**src/rtl/note_staff_ctrl_pkg.sv**
```systemverilog
`default_nettype none
// +----------------------------------------------------------------------------+
// | Module      : note_staff_ctrl_pkg                                          |
// | Description : Shared types and constants for the scrolling note staff:     |
// |               FSM state encoding, staff geometry, glyph codes and the      |
// |               logical-to-physical tile address helper.                     |
// | Revision    : 1.0 - initial release                                        |
// +----------------------------------------------------------------------------+
package note_staff_ctrl_pkg;

    // Scroll / clear sequencer states
    typedef enum logic [1:0] {
        ST_IDLE    = 2'd0,
        ST_CLR_TOP = 2'd1,
        ST_CLR_BOT = 2'd2
    } staff_state_t;

    // Staff geometry
    localparam int STAFF_COLS = 64;
    localparam int STAFF_ROWS = 2;
    localparam int TILE_PX    = 8;
    localparam int COL_W      = 6;
    localparam int CODE_W     = 5;
    localparam int MAP_DEPTH  = STAFF_COLS * STAFF_ROWS;
    localparam int MAP_AW     = 7;

    // Glyph codes
    localparam logic [CODE_W-1:0] BLANK     = 5'h00;
    localparam logic [CODE_W-1:0] QUARTER   = 5'h01;
    localparam logic [CODE_W-1:0] HALF      = 5'h02;
    localparam logic [CODE_W-1:0] WHOLE     = 5'h03;
    localparam logic [CODE_W-1:0] SHARP_TOP = 5'h18;
    localparam logic [CODE_W-1:0] SHARP_BOT = 5'h19;

    // Map address {row, physical column}; the 6-bit add wraps mod 64 so the
    // ring buffer needs no explicit modulo.
    function automatic logic [MAP_AW-1:0] tile_addr(input logic             row,
                                                     input logic [COL_W-1:0] lcol,
                                                     input logic [COL_W-1:0] head);
        logic [COL_W-1:0] pcol;
        pcol = lcol + head;
        return {row, pcol};
    endfunction

endpackage
`default_nettype wire

```
**src/rtl/note_tile_map.sv**
```systemverilog
`default_nettype none
// +----------------------------------------------------------------------------+
// | Module      : note_tile_map                                                |
// | Description : 128 x 5-bit staff tile store. One synchronous write port,    |
// |               one registered read port whose output can be forced to 0.    |
// |   clk        in   clock                                                    |
// |   rst_n      in   synchronous active-low reset, clears every entry         |
// |   i_wr_en    in   write strobe                                             |
// |   i_wr_addr  in   {row, physical column}                                   |
// |   i_wr_data  in   glyph code to store                                      |
// |   i_rd_addr  in   {row, physical column} to read                           |
// |   i_rd_blank in   register code 0 instead of the stored entry              |
// |   o_rd_data  out  registered read data                                     |
// | Revision    : 1.0 - initial release                                        |
// +----------------------------------------------------------------------------+
module note_tile_map
    import note_staff_ctrl_pkg::*;
(
    input  logic              clk,
    input  logic              rst_n,
    input  logic              i_wr_en,
    input  logic [MAP_AW-1:0] i_wr_addr,
    input  logic [CODE_W-1:0] i_wr_data,
    input  logic [MAP_AW-1:0] i_rd_addr,
    input  logic              i_rd_blank,
    output logic [CODE_W-1:0] o_rd_data
);

    logic [CODE_W-1:0] r_mem [0:MAP_DEPTH-1];
    logic [CODE_W-1:0] r_rd_data;

    // Whole map is flop-based so reset can clear it in a single cycle.
    always_ff @(posedge clk) begin
        if (!rst_n) begin
            for (int i = 0; i < MAP_DEPTH; i++) begin
                r_mem[i] <= BLANK;
            end
        end else if (i_wr_en) begin
            r_mem[i_wr_addr] <= i_wr_data;
        end
    end

    // Read-during-write to the same entry returns the old contents.
    always_ff @(posedge clk) begin
        if (!rst_n) begin
            r_rd_data <= BLANK;
        end else if (i_rd_blank) begin
            r_rd_data <= BLANK;
        end else begin
            r_rd_data <= r_mem[i_rd_addr];
        end
    end

    assign o_rd_data = r_rd_data;

endmodule
`default_nettype wire

```
**src/rtl/note_staff_ctrl.sv**
```systemverilog
`default_nettype none
// +----------------------------------------------------------------------------+
// | Module      : note_staff_ctrl                                              |
// | Description : Scrolling two-row note staff. Host writes glyph codes into   |
// |               a 64-column ring-buffer tile map; a scroll advances the ring |
// |               head at vertical blank and blanks the column scrolled out.   |
// |               A 2-stage pipeline turns DrawX/DrawY into a glyph pixel.     |
// |   Clk          in   clock                                                  |
// |   Reset_n      in   synchronous active-low reset                           |
// |   DrawX/DrawY  in   current VGA pixel column / row                         |
// |   frame_start  in   one-cycle pulse at start of vertical blank             |
// |   wr_en/wr_col/wr_row/wr_code  in  host tile write                         |
// |   wr_ready     out  host write accepted this cycle                         |
// |   scroll_req   in   request a one-column left scroll                       |
// |   scroll_busy  out  scroll pending or column clear in progress             |
// |   rom_addr     out  glyph ROM address {code, glyph row}                    |
// |   rom_data     in   glyph ROM row, bit 7 = leftmost pixel                  |
// |   pixel_on     out  lit pixel, 2 cycles after DrawX/DrawY                  |
// | Revision    : 1.0 - initial release                                        |
// +----------------------------------------------------------------------------+
module note_staff_ctrl
    import note_staff_ctrl_pkg::*;
#(
    parameter logic [9:0] STAFF_Y0 = 10'd200,
    parameter logic [9:0] STAFF_X0 = 10'd64
) (
    input  logic        Clk,
    input  logic        Reset_n,
    input  logic [9:0]  DrawX,
    input  logic [9:0]  DrawY,
    input  logic        frame_start,
    input  logic        wr_en,
    input  logic [5:0]  wr_col,
    input  logic        wr_row,
    input  logic [4:0]  wr_code,
    output logic        wr_ready,
    input  logic        scroll_req,
    output logic        scroll_busy,
    output logic [7:0]  rom_addr,
    input  logic [7:0]  rom_data,
    output logic        pixel_on
);

    // ---------------------------------------------------------------- state
    staff_state_t      r_state;
    staff_state_t      w_state_nxt;
    logic [COL_W-1:0]  r_head;
    logic [COL_W-1:0]  w_head_nxt;
    logic [COL_W-1:0]  r_clr_col;
    logic [COL_W-1:0]  w_clr_col_nxt;
    logic              r_scroll_pend;
    logic              w_scroll_pend_nxt;

    // Tile map write port, shared by host writes and the clear sequence
    logic              w_map_wr_en;
    logic [MAP_AW-1:0] w_map_wr_addr;
    logic [CODE_W-1:0] w_map_wr_data;

    // Pixel pipeline
    logic              w_in_band;
    logic [COL_W-1:0]  w_band_col;
    logic              w_band_row;
    logic [MAP_AW-1:0] w_map_rd_addr;
    logic [CODE_W-1:0] w_code;
    logic [2:0]        r_xoff;
    logic [2:0]        r_yoff;
    logic              r_in_band;
    logic              r_pixel_on;

    // ------------------------------------------------------ band decode
    // Upper bounds compared at 11 bits so a band near the right/bottom edge
    // of the 10-bit coordinate space cannot wrap.
    assign w_in_band = (DrawX >= STAFF_X0) &&
                       ({1'b0, DrawX} < ({1'b0, STAFF_X0} + 11'd512)) &&
                       (DrawY >= STAFF_Y0) &&
                       ({1'b0, DrawY} < ({1'b0, STAFF_Y0} + 11'd16));

    assign w_band_col    = 6'((DrawX - STAFF_X0) >> 3);
    assign w_band_row    = 1'((DrawY - STAFF_Y0) >> 3);
    assign w_map_rd_addr = tile_addr(w_band_row, w_band_col, r_head);

    // --------------------------------------------------------- tile map
    // The map's registered read port is the stage-0 code register.
    note_tile_map u_tile_map (
        .clk        (Clk),
        .rst_n      (Reset_n),
        .i_wr_en    (w_map_wr_en),
        .i_wr_addr  (w_map_wr_addr),
        .i_wr_data  (w_map_wr_data),
        .i_rd_addr  (w_map_rd_addr),
        .i_rd_blank (!w_in_band),
        .o_rd_data  (w_code)
    );

    // --------------------------------------------------- pixel pipeline
    always_ff @(posedge Clk) begin
        if (!Reset_n) begin
            r_xoff     <= 3'd0;
            r_yoff     <= 3'd0;
            r_in_band  <= 1'b0;
            r_pixel_on <= 1'b0;
        end else begin
            r_xoff     <= DrawX[2:0];
            r_yoff     <= DrawY[2:0];
            r_in_band  <= w_in_band;
            r_pixel_on <= rom_data[3'd7 - r_xoff] & r_in_band;
        end
    end

    assign rom_addr = {w_code, r_yoff};
    assign pixel_on = r_pixel_on;

    // ------------------------------------------------ scroll sequencer
    always_ff @(posedge Clk) begin
        if (!Reset_n) begin
            r_state       <= ST_IDLE;
            r_head        <= '0;
            r_clr_col     <= '0;
            r_scroll_pend <= 1'b0;
        end else begin
            r_state       <= w_state_nxt;
            r_head        <= w_head_nxt;
            r_clr_col     <= w_clr_col_nxt;
            r_scroll_pend <= w_scroll_pend_nxt;
        end
    end

    always_comb begin
        w_state_nxt       = r_state;
        w_head_nxt        = r_head;
        w_clr_col_nxt     = r_clr_col;
        w_scroll_pend_nxt = r_scroll_pend | scroll_req;
        w_map_wr_en       = 1'b0;
        w_map_wr_addr     = tile_addr(wr_row, wr_col, r_head);
        w_map_wr_data     = wr_code;

        case (r_state)
            ST_IDLE: begin
                // Host write addresses through the pre-update head, even on
                // the cycle the scroll is taken.
                w_map_wr_en = wr_en;
                if (frame_start && r_scroll_pend) begin
                    w_state_nxt       = ST_CLR_TOP;
                    w_head_nxt        = r_head + 6'd1;
                    // Old head is the physical column that becomes logical 63.
                    w_clr_col_nxt     = r_head;
                    // A request arriving with the serviced pulse is kept for
                    // the next frame.
                    w_scroll_pend_nxt = scroll_req;
                end
            end
            ST_CLR_TOP: begin
                w_map_wr_en   = 1'b1;
                w_map_wr_addr = {1'b0, r_clr_col};
                w_map_wr_data = BLANK;
                w_state_nxt   = ST_CLR_BOT;
            end
            ST_CLR_BOT: begin
                w_map_wr_en   = 1'b1;
                w_map_wr_addr = {1'b1, r_clr_col};
                w_map_wr_data = BLANK;
                w_state_nxt   = ST_IDLE;
            end
            default: begin
                w_state_nxt = ST_IDLE;
            end
        endcase
    end

    assign wr_ready    = (r_state == ST_IDLE);
    assign scroll_busy = r_scroll_pend | (r_state != ST_IDLE);

endmodule
`default_nettype wire

```
**config.mk**
```make
export PLATFORM = sky130hd
export DESIGN_NAME = note_staff_ctrl
export DESIGN_NICKNAME = d
export VERILOG_FILES = /design/src/rtl/note_staff_ctrl_pkg.sv /design/src/rtl/note_tile_map.sv /design/src/rtl/note_staff_ctrl.sv
export SDC_FILE = /design/constraint.sdc
export NUM_CORES = 1
export LEC_CHECK = 0
export BUFFER_PORTS_ARGS = -buffer_cell sky130_fd_sc_hd__buf_2
export CAP_MARGIN = 10
export CORE_MARGIN = 1.5
export CORE_UTILIZATION = 60
export CTS_BUF_LIST = sky130_fd_sc_hd__clkbuf_2 sky130_fd_sc_hd__clkbuf_4 sky130_fd_sc_hd__clkbuf_8
export DETAILED_ROUTE_END_ITERATION = 16
export PLACE_DENSITY = 0.77
export SYNTH_ARGS = -nofsm -noshare
export SYNTH_HDL_FRONTEND = slang
export SYNTH_SLANG_ARGS = --single-unit
```
**constraint.sdc**
```tcl
create_clock -name Clk -period 4.6 [get_ports Clk]
set_input_delay 1.15 -clock Clk [delete_from_list [all_inputs] [get_ports Clk]]
set_output_delay 1.15 -clock Clk [all_outputs]
set_load 0.01 [all_outputs]
```
# --- Word-level counts from Yosys, hierarchy flattened ---
# Memories as Yosys holds them, arrays and structs flattened. A register that Yosys moved wholly into a read port is not among the register bits.
# Index checks and enable logic that the tools add are counted.
classes:
  bitwise: 3
  magnitude_cmp: 5
  add_sub_neg: 6
  muxes: 16
  n_reduce_logical: 11
  n_eq_ne: 3
ops:
  columns: ["operator", "n"]
  rows:
  - ["$pmux 7 s2", 1]
  - ["$add 6x6->6", 2]
  - ["$ge 10x7->1 const B", 1]
  - ["$ge 10x8->1 const B", 1]
  - ["$lt 10x10->1 const B", 1]
  - ["$lt 10x8->1 const B", 1]
  - ["$mux 5", 2]
  - ["$sub 9x7->9 const B", 1]
  - ["$mux 1", 8]
  - ["$mux 7", 1]
  - ["$add 6x1->6 const B", 1]
  - ["$reduce_or 5->1", 1]
  - ["$logic_and 1x1->1", 4]
  - ["$lt 3x4->1 const B", 1]
  - ["$pmux 2 s2", 1]
  - ["$reduce_and 2->1", 2]
  - ["$sub 4x4->4 const B", 1]
  - ["$bmux 1 s3", 1]
  - ["$sub 3x3->3 const A", 1]
  - ["$eq 2x1->1 const B", 1]
  - ["$eq 2x2->1 const B", 1]
  - ["$logic_not 2->1", 1]
  - ["$mux 2", 1]
  - ["$ne 2x1->1 const B", 1]
  - ["other kinds (6)", 7]
totals:
  input_bits: 45
  memories: 1
  elab_cells: 53
  out_inout_bits: 11
  ram_bits: 640
  reg_bits: 23
mem_list:
  columns: ["name", "words", "width", "read_ports", "rd_ports_with_merged_regs", "wr", "line", "rtl"]
  rows:
  - ["u_tile_map.r_mem", 128, 5, 1, 1, 128, "note_tile_map.sv:29", "logic [CODE_W-1:0] r_mem [0:MAP_DEPTH-1];"]

# --- Longest topological paths before layout ---
# Gate-level depths: netlist of run 1.
depth:
  word_depth: 8
  ltp_mapped: 12
  depth_no_buf: 9

# --- Modules after synthesis ---
# From an unflattened synthesis of run 1, not the netlist that was laid out.
unflattened:
  cells_unflattened: 2443
  hier_area_um2: 32336.0
modules_own_cells:
  columns: ["mod", "seq_area_each_um2", "area_each_um2", "instances", "cells_each"]
  rows:
  - ["note_tile_map", 19318.5, 30810.8, 1, 2269]
  - ["note_staff_ctrl", 460.4, 1525.2, 1, 174]

# --- Least setup slack after synthesis of run 1 ---
# OpenSTA, ideal clock, no wires.
synth_timing:
  path_type: "input port to flip-flop"
  startpoint: "in DrawX[3]"
  endpoint: "reg u_tile_map.r_rd_data[4], in the netlist u_tile_map.o_rd_data[4] (read register of u_tile_map.r_mem)"
  cell_stages: 11
  setup_time_ps: 118
  t_arrival_ps: 3865
  setup_slack_ps: 618
  t_required_ps: 4482
  n_path_buf: 4
  path_cell_list: "ha_1 fa_1 buf_2 buf_2 buf_2 buf_1 mux4_2 mux4_2 nand2_1 nand4_1 o2111a_1"
synth_between:
  elab_chain_cells: 6
  word_cells_on_any_way: 9
  classes_between: "add/sub (2); order compare (2); reduce/logical (5)"
synth_lines:
  columns: ["element", "line", "rtl"]
  rows:
  - ["start, declared", "note_staff_ctrl.sv:29", "input logic [9:0] DrawX,"]
  - ["branches (longest 6 deep; another with $sub 9x7->9)", null, null]
  - ["end, declared", "note_tile_map.sv:30", "logic [CODE_W-1:0] r_rd_data;"]
# Parallel ways; which one is timed is not known.
# A chain may end at the register's enable or synchronous reset.

==> metrics.log, run 1 <==
[metrics] Post-Synthesis Net Count: 2271
[metrics] post-placement cell area: 0.03242 mm²
[metrics] reported leakage power: 11.59 nW
[metrics] sequential cell area fraction in the yosys report: 64.63%
[metrics] Root Buffer: sky130_fd_sc_hd__clkbuf_8
[metrics] launching element type of the critical path: flip-flop
[metrics] initial standard-cell utilization of the core: 60.88%
[metrics] Detailed Place HPWL: 53340 µm
[metrics] most common cell after layout, fill and taps aside: sky130_fd_sc_hd__edfxtp_1
[metrics] detailed-route wire length: 80740 µm
[metrics] most used cell, CP: sky130_fd_sc_hd__nand2_1
[metrics] slowest stage cell, crit path: sky130_fd_sc_hd__o21ai_0
[metrics] number of antenna violations at the first check in global routing: 1
[metrics] Clock Tree Buf Depth: 3
[metrics] endpoints failing setup: 0
[metrics] CTS tree: yes
[metrics] Placer Congestion: 0.9289
[metrics] H-tree lvl count: 3
[metrics] max-slew violation count: 0
[metrics] end of the worst register-to-register path: u_tile_map.r_mem[39][2]
[metrics] post-route design area: 0.03430 mm²
[metrics] Final period util: 89.17%
[metrics] Die ar.: 0.05237 mm²
[metrics] class of the worst hold path: reg -> reg
[metrics] cts bufs inserted: 100
[metrics] routed wire length per instance: 26.40 µm
[metrics] DRT iter0 DRCs: 2906
[metrics] synthesized instance count: 2206
[metrics] setup slack on the worst flop-to-flop path: 0.50 ns
[metrics] placement row count: 82
[metrics] layout-stage area growth over the synthesis result: 12.08%
[metrics] clock latency reported for the late side of the worst-skew pair: 0.72 ns
[metrics] worst path setup slack after routing: 0.4983 ns
[metrics] worst-case vdd ir drop: 0.2106 mV
[metrics] leading register cell type out of synthesis: sky130_fd_sc_hd__edfxtp_1
[metrics] highest net fanout along the worst path: 24
[metrics] final hold violation count: 0
[metrics] # hold bufs at CTS: 0
[metrics] Worst Path Arrival: 4.43 ns
[metrics] vertical die dimension: 228.9 µm
[metrics] proportion of register bits with asynchronous set or reset after synthesis: 0%
[metrics] final antenna-violating net count: 0
[metrics] tightest slew margin relative to the limit: 27.41%
[metrics] distinct cell type count of the synthesized netlist: 56
[metrics] number of flops mapped to enable cells by yosys: 640
[metrics] crit path cell chain: inv_1 -> ha_1 -> inv_2 -> o2bb2ai_1 -> nand2_1 -> nor2_1 -> buf_4 -> nand2_1 -> o21ai_0
[metrics] Reg-to-Reg Start: r_state[0]
[metrics] # IOs: 56
[metrics] number of I/O port buffers: 55
[metrics] post-CTS setup buffer count: 0
[metrics] Worst-Margin Slew: 1.089 ns
[metrics] highest achievable clock rate: 0.2438 GHz
[metrics] total of warnings raised by yosys: 0
[metrics] pre-CTS WS: 0.1422 ns
[metrics] Power per Cell Area: 389.5 mW/mm²
[metrics] type of the setup path with the least slack: reg -> reg
[metrics] CP peak stage delay: 0.68 ns
[metrics] post-DR vias/cell: 6.616
[metrics] wire length of the first global-routing pass: 121200 µm
[metrics] clock sink count: 668
[metrics] final clock skew: 0.04577 ns
[metrics] post-synthesis area per instance: 13.87 µm²
[metrics] synthesis-stage register bit count: 668
[metrics] DR DRC count: 0
[metrics] proportion of layout cells with a drive suffix above 1: 25.53%
[metrics] total global-route track usage: 31.22%
[metrics] fin crit period: 4.102 ns
[metrics] cell depth of the worst flop-to-flop path: 9
[metrics] capturing element type of the critical path: flip-flop
[metrics] number of cells upsized or downsized after cts: 0
[metrics] residual overflow from global routing: 0
[metrics] commonest cells after routing, fill and taps aside: sky130_fd_sc_hd__edfxtp_1 (640), sky130_fd_sc_hd__nor2_1 (419), sky130_fd_sc_hd__nor3_1 (251)
[metrics] max-cap viol count: 0
[metrics] result of the run: finished, final reports clean
[metrics] clock-pin transition on the worst setup and hold timing paths: 0.06 ns
[metrics] TNS Setup: 0 ns
[metrics] summed instance area of the synthesized netlist: 0.03061 mm²
[metrics] Die X: 228.9 µm
[metrics] area of the core: 0.05027 mm²
[metrics] DR vias: 20232
[metrics] maximum number of pins on one net before global-route repair: 92
[metrics] end of the critical path: u_tile_map.r_mem[39][2]
[metrics] number of nets in the finished design: 2376
[metrics] start point of the critical path: r_state[0]
[metrics] 1st-pass router iterations: 5
[metrics] data required time of the critical path: 4.93 ns
[metrics] via count of the first global-routing pass: 19935
[metrics] unrepaired setup endpoints after global routing: no
## report_power, final
group	internal (mW)	switching [mW]	total (mW)
sequential	6.85	0.0763	6.93
combinational	0.687	1.07	1.76
clock	2.40	2.27	4.68
total	9.94	3.42	13.4
## Yosys cell counts, types with 2 or more instances
library cell | instances | share of area, %
sky130_fd_sc_hd__buf_6 | 8 | 0.29
sky130_fd_sc_hd__xnor2_2 | 2 | 0.11
sky130_fd_sc_hd__nor3_1 | 251 | 4.1
sky130_fd_sc_hd__or3_1 | 2 | 0.041
sky130_fd_sc_hd__a31oi_1 | 6 | 0.12
sky130_fd_sc_hd__a41oi_1 | 3 | 0.086
sky130_fd_sc_hd__a21boi_0 | 8 | 0.20
sky130_fd_sc_hd__nand4b_1 | 2 | 0.057
sky130_fd_sc_hd__a21o_1 | 4 | 0.098
sky130_fd_sc_hd__ha_1 | 18 | 0.74
sky130_fd_sc_hd__o22ai_1 | 4 | 0.082
sky130_fd_sc_hd__o2bb2ai_1 | 2 | 0.057
sky130_fd_sc_hd__o21ai_0 | 94 | 1.5
sky130_fd_sc_hd__buf_2 | 31 | 0.51
sky130_fd_sc_hd__xnor2_1 | 11 | 0.31
sky130_fd_sc_hd__o31ai_2 | 3 | 0.12
sky130_fd_sc_hd__o221a_1 | 2 | 0.074
sky130_fd_sc_hd__nand2_1 | 140 | 1.7
sky130_fd_sc_hd__and2_1 | 13 | 0.27
sky130_fd_sc_hd__inv_1 | 10 | 0.12
sky130_fd_sc_hd__nand4_1 | 19 | 0.39
sky130_fd_sc_hd__mux4_2 | 196 | 14
sky130_fd_sc_hd__nor4_1 | 5 | 0.10
sky130_fd_sc_hd__a2111oi_2 | 4 | 0.20
sky130_fd_sc_hd__nand3_1 | 7 | 0.11
sky130_fd_sc_hd__nor2_1 | 419 | 5.1
sky130_fd_sc_hd__nor2b_1 | 7 | 0.14
sky130_fd_sc_hd__buf_4 | 10 | 0.25
sky130_fd_sc_hd__xor2_1 | 4 | 0.11
sky130_fd_sc_hd__dfxtp_1 | 28 | 1.8
sky130_fd_sc_hd__buf_1 | 22 | 0.27
sky130_fd_sc_hd__o21ai_1 | 28 | 0.46
sky130_fd_sc_hd__edfxtp_1 | 640 | 63
sky130_fd_sc_hd__a2bb2oi_1 | 2 | 0.057
sky130_fd_sc_hd__nand2b_1 | 2 | 0.041
sky130_fd_sc_hd__fa_1 | 2 | 0.13
sky130_fd_sc_hd__clkbuf_1 | 158 | 1.9
sky130_fd_sc_hd__a21oi_1 | 21 | 0.34
## kinds of logic after synthesis
kind of cell | after synthesis | synth area share, %
AO/OA/AOI/OAI | 191 | 3.773
XOR/XNOR | 19 | 0.6786
adder cells (fa/ha/maj) | 20 | 0.8667
buffers and inverters | 240 | 3.389
flip-flops | 668 | 64.63
multiplexers | 197 | 14.46
AND/OR/NAND/NOR | 871 | 12.21
## state kept, by name (all words and copies together) (netlist names)
| signal | cells |
|---|---|
| r_clr_col | 6 |
| r_state | 2 |
| r_yoff | 3 |
| u_tile_map.o_rd_data | 5 |
| r_scroll_pend | 1 |
| r_head | 6 |
| r_xoff | 3 |
| pixel_on | 1 |
| r_in_band | 1 |
| u_tile_map.r_mem | 640 |
## area by class of cell
class                   instances  area [µm²]
diodes                          1       2.502
clock buffers                 136        1672
clock inverters                40       209.0
fillers                      3330       15970
inverters                      11       41.29
multi-input cells            1298        9877
flip-flops and latches        668       19780
well taps                     672       840.8
repair buffers                232        1882
## critical path, delay by kind of cell (launching register included)
kind	cells	cell delay, ns
simple gates	3	1.06
fa+ha+maj	1	0.62
buf+inv	3	0.79
compound gates	2	0.87
flops	1	0.39
## routing by layer
metal,global-route usage (%),wire [µm],share of wire [%],vias to the layer above
met5,0,0,0,-
met4,14.78,3619,4.5,0
met3,6.287,9186,11,211
met2,49.82,38970,48,1401
met1,41.77,28960,36,10099
li1,-,-,-,8521
## worst min-delay path by stage
stage | endpoint | cells past startpoint | from
floorplan | pixel_on | 2 | r_in_band
global placement | pixel_on | 2 | r_in_band
detailed placement | pixel_on | 2 | r_in_band
CTS | pixel_on | 2 | r_in_band
global route | pixel_on | 2 | r_in_band
finish | pixel_on | 2 | r_in_band
## per-stage QoR
stage	hold slack [ns]	utilization, %	instances	power (mW)
floorplan	0.4101	-	2206	8.146
global placement	0.4157	64.49	2881	8.720
finish	0.4284	68.23	3058	13.36
detailed placement	0.4164	64.49	2881	8.774
global route	0.4511	68.23	3058	13.71
CTS	0.4267	68.23	3057	13.35
(Power assumes the default switching activity.)
==> inputs of run 2 (changes only) <==
Settings changed: SYNTH_HIERARCHICAL set to 1.
==> metrics.log, run 2 <==
[metrics] mux contribution to synthesized area: 12.39%
[metrics] residual overflow from global routing: 0
[metrics] Root Buffer: sky130_fd_sc_hd__clkbuf_8
[metrics] number of antenna violations at the first check in global routing: 1
[metrics] Layout Cells excl Fill: 3271
[metrics] summed instance area of the synthesized netlist: 0.03234 mm²
[metrics] Synth Area in Adders: 0.8590%
[metrics] internal cell power: 10.74 mW
[metrics] fraction of power spent switching nets: 31.56%
[metrics] area taken by flip-flops and latches: 0.01978 mm²
[metrics] clock-pin transition on the worst setup and hold timing paths: 0.06 ns
[metrics] layout-stage area growth over the synthesis result: 12.13%
[metrics] Multi-input gate area: 0.01146 mm²
[metrics] number of I/O port buffers: 55
[metrics] wire length of the first global-routing pass: 124400 µm
[metrics] max-slew violation count: 0
[metrics] reported leakage power: 15.74 nW
[metrics] proportion of register bits with asynchronous set or reset after synthesis: 0%
[metrics] Final period util: 83.28%
[metrics] cell depth of the worst flop-to-flop path: 9
[metrics] post-synthesis compound-gate area fraction: 4.477%
[metrics] switching component of the power: 4.954 mW
[metrics] Die ar.: 0.05530 mm²
[metrics] clock sink count: 668
[metrics] Worst-Margin Slew: 1.259 ns
[metrics] total of warnings raised by yosys: 6
[metrics] TNS Setup: 0 ns
[metrics] highest achievable clock rate: 0.2611 GHz
[metrics] clock latency reported for the late side of the worst-skew pair: 0.75 ns
[metrics] list of most frequent post-synthesis cells: sky130_fd_sc_hd__edfxtp_1 (640), sky130_fd_sc_hd__and3_1 (603), sky130_fd_sc_hd__clkbuf_1 (242)
[metrics] synthesis-stage register bit count: 668
[metrics] synthesized instance count: 2443
[metrics] Worst Path Arrival: 4.17 ns
[metrics] CP peak stage delay: 0.69 ns
[metrics] Reg with most FFs: u_tile_map/r_mem
[metrics] Largest register FFs: 640
[metrics] CTS tree: yes
[metrics] routed wire length per instance: 24.88 µm
[metrics] global-route track usage on met2: 49.88%
[metrics] Power per Cell Area: 432.8 mW/mm²
[metrics] initial standard-cell utilization of the core: 61.17%
[metrics] post-DR vias/cell: 6.529
[metrics] unrepaired setup endpoints after global routing: no
[metrics] total placed cells including tap cells: 3081
[metrics] most common cell in the netlist: sky130_fd_sc_hd__edfxtp_1
[metrics] Detailed Place HPWL: 50270 µm
[metrics] share of total power in combinational logic: 23.1%
[metrics] final hold violation count: 0
[metrics] Post-Synthesis Net Count: 2509
[metrics] most common cell after layout, fill and taps aside: sky130_fd_sc_hd__edfxtp_1
[metrics] maximum number of pins on one net before global-route repair: 129
[metrics] total global-route track usage: 29.39%
[metrics] # hold bufs at CTS: 0
[metrics] vertical die dimension: 235.2 µm
[metrics] distinct cell type count of the synthesized netlist: 49
[metrics] cts bufs inserted: 106
[metrics] type of the setup path with the least slack: in -> reg
[metrics] result of the run: finished, final reports clean
[metrics] capturing element type of the critical path: flip-flop
[metrics] DR vias: 21357
[metrics] clock share of power: 32.5%
[metrics] post-synthesis area per instance: 13.24 µm²
[metrics] area of the core: 0.05287 mm²
[metrics] endpoints failing setup: 0
[metrics] detailed-route wire length: 81390 µm
[metrics] DRT iter0 DRCs: 2207
[metrics] slowest stage cell, crit path: sky130_fd_sc_hd__o22ai_1
[metrics] DR DRC count: 0
[metrics] placement row count: 84
[metrics] biggest area contributors in the synthesized netlist: sky130_fd_sc_hd__edfxtp_1 (59%), sky130_fd_sc_hd__and3_1 (12%), sky130_fd_sc_hd__mux4_2 (6.4%)
[metrics] Most Used Layer, Global Route: met2
[metrics] number of nets in the finished design: 2567
[metrics] tightest slew margin relative to the limit: 15.91%
[metrics] met1 Usage GRT: 37.74%
[metrics] part of the total power dissipated in sequential elements: 44.4%
[metrics] highest net fanout along the worst path: 9
[metrics] final antenna-violating net count: 0
[metrics] registers with the most flip-flops: u_tile_map/r_mem: 640 flops, r_clr_col: 6 flops, r_head: 6 flops
[metrics] crit path cell chain: buf_2 -> ha_1 -> fa_1 -> a21o_1 -> a21oi_1 -> xor2_1 -> o22ai_1 -> nand3_1 -> buf_4 -> o21ai_0
[metrics] library cell occupying the most area in the post-synthesis netlist: sky130_fd_sc_hd__edfxtp_1
[metrics] class of the worst hold path: reg -> reg
[metrics] Die X: 235.2 µm
[metrics] number of flops mapped to enable cells by yosys: 640
[metrics] worst-case vdd ir drop: 0.8013 mV
[metrics] fin crit period: 3.831 ns
[metrics] met3 routing resource usage after global routing: 4.878%
[metrics] commonest cells after routing, fill and taps aside: sky130_fd_sc_hd__edfxtp_1 (640), sky130_fd_sc_hd__and3_1 (603), sky130_fd_sc_hd__buf_4 (158)
[metrics] max-cap viol count: 0
[metrics] fill cell count: 3594
[metrics] leading register cell type out of synthesis: sky130_fd_sc_hd__edfxtp_1
[metrics] combinational family with the most area after synthesis: simple AND/OR/NAND/NOR gates
[metrics] number of cells upsized or downsized after cts: 0
[metrics] post-CTS setup buffer count: 0
[metrics] post-synthesis xor/xnor area fraction: 0.4605%
[metrics] data required time of the critical path: 4.94 ns
[metrics] fraction of post-synthesis cell area in the top cell type by area: 59.43%
[metrics] simple-gate share of the synthesized area: 16.64%
[metrics] proportion of layout cells with a drive suffix above 1: 21.77%
[metrics] sequential cell area fraction in the yosys report: 61.17%
[metrics] H-tree lvl count: 3
[metrics] count of cells along the worst hold path: 2
[metrics] via count of the first global-routing pass: 21576
[metrics] # IOs: 56
[metrics] Clock Tree Buf Depth: 3
[metrics] 1st-pass router iterations: 5
[metrics] final clock skew: 0.05056 ns
[metrics] Placer Congestion: 0.8748
[metrics] launching element type of the critical path: input pin
[run 2: cell types whose count changed after synthesis, moves of 19 or more]
cell | previous run | this run
sky130_fd_sc_hd__and2_1 | 13 | 49
sky130_fd_sc_hd__nand3_1 | 7 | 26
sky130_fd_sc_hd__mux2i_1 | 1 | 138
sky130_fd_sc_hd__o21ai_1 | 28 | 0
sky130_fd_sc_hd__a22oi_1 | 0 | 40
sky130_fd_sc_hd__and3_1 | 1 | 603
sky130_fd_sc_hd__buf_1 | 22 | 3
sky130_fd_sc_hd__nor2_1 | 419 | 41
sky130_fd_sc_hd__mux2_2 | 0 | 35
sky130_fd_sc_hd__clkbuf_1 | 158 | 242
sky130_fd_sc_hd__mux4_2 | 196 | 92
sky130_fd_sc_hd__nor3_1 | 251 | 11
[run 2: final timing paths]
path / from / end / slack, ns
setup / recovery: wr_col[0] / u_tile_map/r_mem[88][0] / 0.77
hold reg to reg: r_in_band / pixel_on / 0.43
hold / removal: r_in_band / pixel_on / 0.43
setup reg to reg: r_head[0] / u_tile_map/r_mem[88][0] / 0.86
[run 2: power groups by stage]
| stage | Sequential, mW | Combinational, mW | Clock (mW) |
|---|---|---|---|
| floorplan | 7.05 | 2.14 | 0 |
| global placement | 7.08 | 3.45 | 0 |
| detailed placement | 7.10 | 3.53 | 0 |
| CTS | 6.97 | 3.55 | 5.16 |
| global route | 6.99 | 3.79 | 5.41 |
| finish | 6.97 | 3.62 | 5.10 |
[run 2: metrics by stage]
stage	hold slack (ns)	instance area [µm²]	utilization [%]	worst slack (ns)	total power, mW
after global placement	0.4203	34130	64.57	0.1664	10.53
after global routing	0.4609	36260	68.59	0.6033	16.20
after floorplan	0.4006	32340	-	0.5459	9.197
after detailed placement	0.4234	34130	64.57	0.1418	10.63
final	0.4291	36260	68.59	0.7693	15.69
after CTS	0.4348	36260	68.58	0.8857	15.68
[run 2: final cells by class]
class / instances / share of cell area [%]
repair buffers: 239 / 5.507
diodes: 1 / 0.006902
well taps: 688 / 2.374
clock inverters: 42 / 0.7902
clock buffers: 147 / 5.062
inverters: 10 / 0.1035
flip-flops and latches: 668 / 54.55
multi-input cells: 1476 / 31.61
[run 2: worst max-delay path: cells and delay by family]
family	cells	cell delay [ns]
AO/OA/AOI/OAI	4	1.72
XOR/XNOR	1	0.10
adder cells (fa/ha/maj)	2	0.63
buffers and inverters	2	0.34
AND/OR/NAND/NOR	1	0.22
[run 2: metal layers]
layer | up-vias | part of all wire (%) | wire (µm)
met5 | - | 0 | 0
met4 | 0 | 3.4 | 2746
met3 | 183 | 9.0 | 7352
met2 | 1173 | 50 | 40570
met1 | 10545 | 38 | 30720
li1 | 9456 | - | -
[run 2: cell families after synthesis]
family	Yosys count
mux	271
fa+ha+maj	21
flops	668
simple gates	938
xor+xnor	17
compound gates	229
buf+inv	299
==> inputs of run 3 (changes only) <==
Clock period 4.6 ns to 3.6 ns, I/O delays scaled along.
==> metrics.log, run 3 (same netlist as run 2, synthesis figures left out) <==
[metrics] total placed cells including tap cells: 3166
[metrics] Die ar.: 0.05530 mm²
[metrics] data required time of the critical path: 4.23 ns
[metrics] Final Core Density: 70.25%
[metrics] type of the setup path with the least slack: reg -> reg
[metrics] Layout Cells excl Fill: 3359
[metrics] initial standard-cell utilization of the core: 61.17%
[metrics] DR DRC count: 0
[metrics] residual overflow from global routing: 0
[metrics] endpoints failing setup: 0
[metrics] vertical die dimension: 235.2 µm
[metrics] Final period util: 91.19%
[metrics] number of nets in the finished design: 2649
[metrics] highest achievable clock rate: 0.3046 GHz
[metrics] maximum number of pins on one net before global-route repair: 129
[metrics] 1st-pass router iterations: 6
[metrics] Worst Path Arrival: 3.92 ns
[metrics] Hold Worst Slack: 0.3833 ns
[metrics] result of the run: finished, final reports clean
[metrics] H-tree lvl count: 3
[metrics] unrepaired setup endpoints after global routing: no
[metrics] area of the core: 0.05287 mm²
[metrics] Placer Congestion: 0.9349
[metrics] launching element type of the critical path: flip-flop
[metrics] max-cap viol count: 0
[metrics] Design Power: 20.27 mW
[metrics] worst path setup slack after routing: 0.3173 ns
[metrics] highest net fanout along the worst path: 43
[metrics] most common cell after layout, fill and taps aside: sky130_fd_sc_hd__edfxtp_1
[metrics] Reg with most FFs: u_tile_map/r_mem
[metrics] final antenna-violating net count: 0
[metrics] layout-stage area growth over the synthesis result: 14.86%
[metrics] final clock skew: 0.02154 ns
[metrics] max-slew violation count: 0
[metrics] DRT iter0 DRCs: 2623
[metrics] Largest register FFs: 640
[metrics] number of cells upsized or downsized after cts: 0
[metrics] number of antenna violations at the first check in global routing: 4
[metrics] Clock Tree Buf Depth: 3
[metrics] Detailed Place HPWL: 53750 µm
[metrics] class of the worst hold path: in -> reg
[metrics] clock-pin transition on the worst setup and hold timing paths: 0.07 ns
[metrics] cts bufs inserted: 103
[metrics] Worst-Margin Slew: 0.8327 ns
[metrics] clock sink count: 668
[metrics] Power per Cell Area: 545.7 mW/mm²
[metrics] detailed-route wire length: 83760 µm
[metrics] proportion of layout cells with a drive suffix above 1: 24.40%
[metrics] commonest cells after routing, fill and taps aside: sky130_fd_sc_hd__edfxtp_1 (640), sky130_fd_sc_hd__and3_1 (603), sky130_fd_sc_hd__buf_4 (221)
[metrics] final hold violation count: 0
[metrics] # IOs: 56
[metrics] # hold bufs at CTS: 0
[metrics] tightest slew margin relative to the limit: 44.49%
[metrics] pre-CTS WS: -0.2840 ns
[metrics] CTS tree: yes
[metrics] post-CTS setup buffer count: 0
[metrics] capturing element type of the critical path: flip-flop
[metrics] routed wire length per instance: 24.94 µm
[metrics] fin crit period: 3.283 ns
[metrics] clock latency reported for the late side of the worst-skew pair: 0.71 ns
[metrics] number of I/O port buffers: 55
[metrics] worst-case vdd ir drop: 1.502 mV
[metrics] reported leakage power: 16.24 nW
[metrics] registers with the most flip-flops: u_tile_map/r_mem: 640 flops, r_clr_col: 6 flops, r_head: 6 flops
[metrics] post-DR vias/cell: 6.495
[metrics] Root Buffer: sky130_fd_sc_hd__clkbuf_8
[metrics] wire length of the first global-routing pass: 127000 µm
[metrics] placement row count: 84
[metrics] Die X: 235.2 µm
[metrics] total global-route track usage: 30.31%
[metrics] via count of the first global-routing pass: 21826
[metrics] DR vias: 21816
==> run 3: power by group <==
part | leakage [nW] | switching, mW | internal (mW)
Combinational | 8.30 | 3.26 | 1.71
Clock | 1.11 | 2.90 | 3.48
Sequential | 6.84 | 0.120 | 8.80
Total | 16.2 | 6.29 | 14.0
==> run 3: worst paths after layout <==
kind / startpoint / end / slack, ns / cells past startpoint
max: r_head[0] / u_tile_map/o_rd_data[2] / 0.32 / 10
min: DrawY[0] / r_yoff[0] / 0.38 / 2
max reg2reg: r_head[0] / u_tile_map/o_rd_data[2] / 0.32 / 10
min reg2reg: r_in_band / pixel_on / 0.44 / 2
==> run 3: routing by layer <==
layer,wire (µm),GRT usage [%],up-vias
met5,0,0,-
met4,3579,13.70,0
met3,8515,6.344,242
met2,40730,49.56,1260
met1,30930,39.31,10693
li1,-,-,9621
==> run 3: worst max-delay path, stage by stage, from the launching register on <==
cell and delay, ns:
sky130_fd_sc_hd__dfxtp_1 0.36, sky130_fd_sc_hd__ha_4 0.19, sky130_fd_sc_hd__fa_4 0.85, sky130_fd_sc_hd__buf_12 0.29, sky130_fd_sc_hd__buf_12 0.24, sky130_fd_sc_hd__buf_4 0.27
sky130_fd_sc_hd__mux2i_1 0.12, sky130_fd_sc_hd__a22o_1 0.23, sky130_fd_sc_hd__o21ai_0 0.24, sky130_fd_sc_hd__nand4_1 0.21, sky130_fd_sc_hd__nand3_1 0.13
==> run 3: stage by stage <==
stage          area, µm²  setup TNS, ns
2_1_floorplan      32340         -4.403
3_3_place_gp       35050         -17.49
3_5_place_dp       35050         -21.23
4_1_cts            37130              0
5_1_grt            37140              0
6_report           37140              0
==> run 3: layout make-up <==
type / count / area [µm²]
Timing Repair Buffer: 324 / 2910
Tap cell: 688 / 860.8
Inverter: 10 / 37.54
Sequential cell: 668 / 19780
Fill cell: 3401 / 15730
Clock inverter: 50 / 352.8
Multi-Input combinational cell: 1476 / 11460
Clock buffer: 140 / 1733
Antenna cell: 3 / 7.507
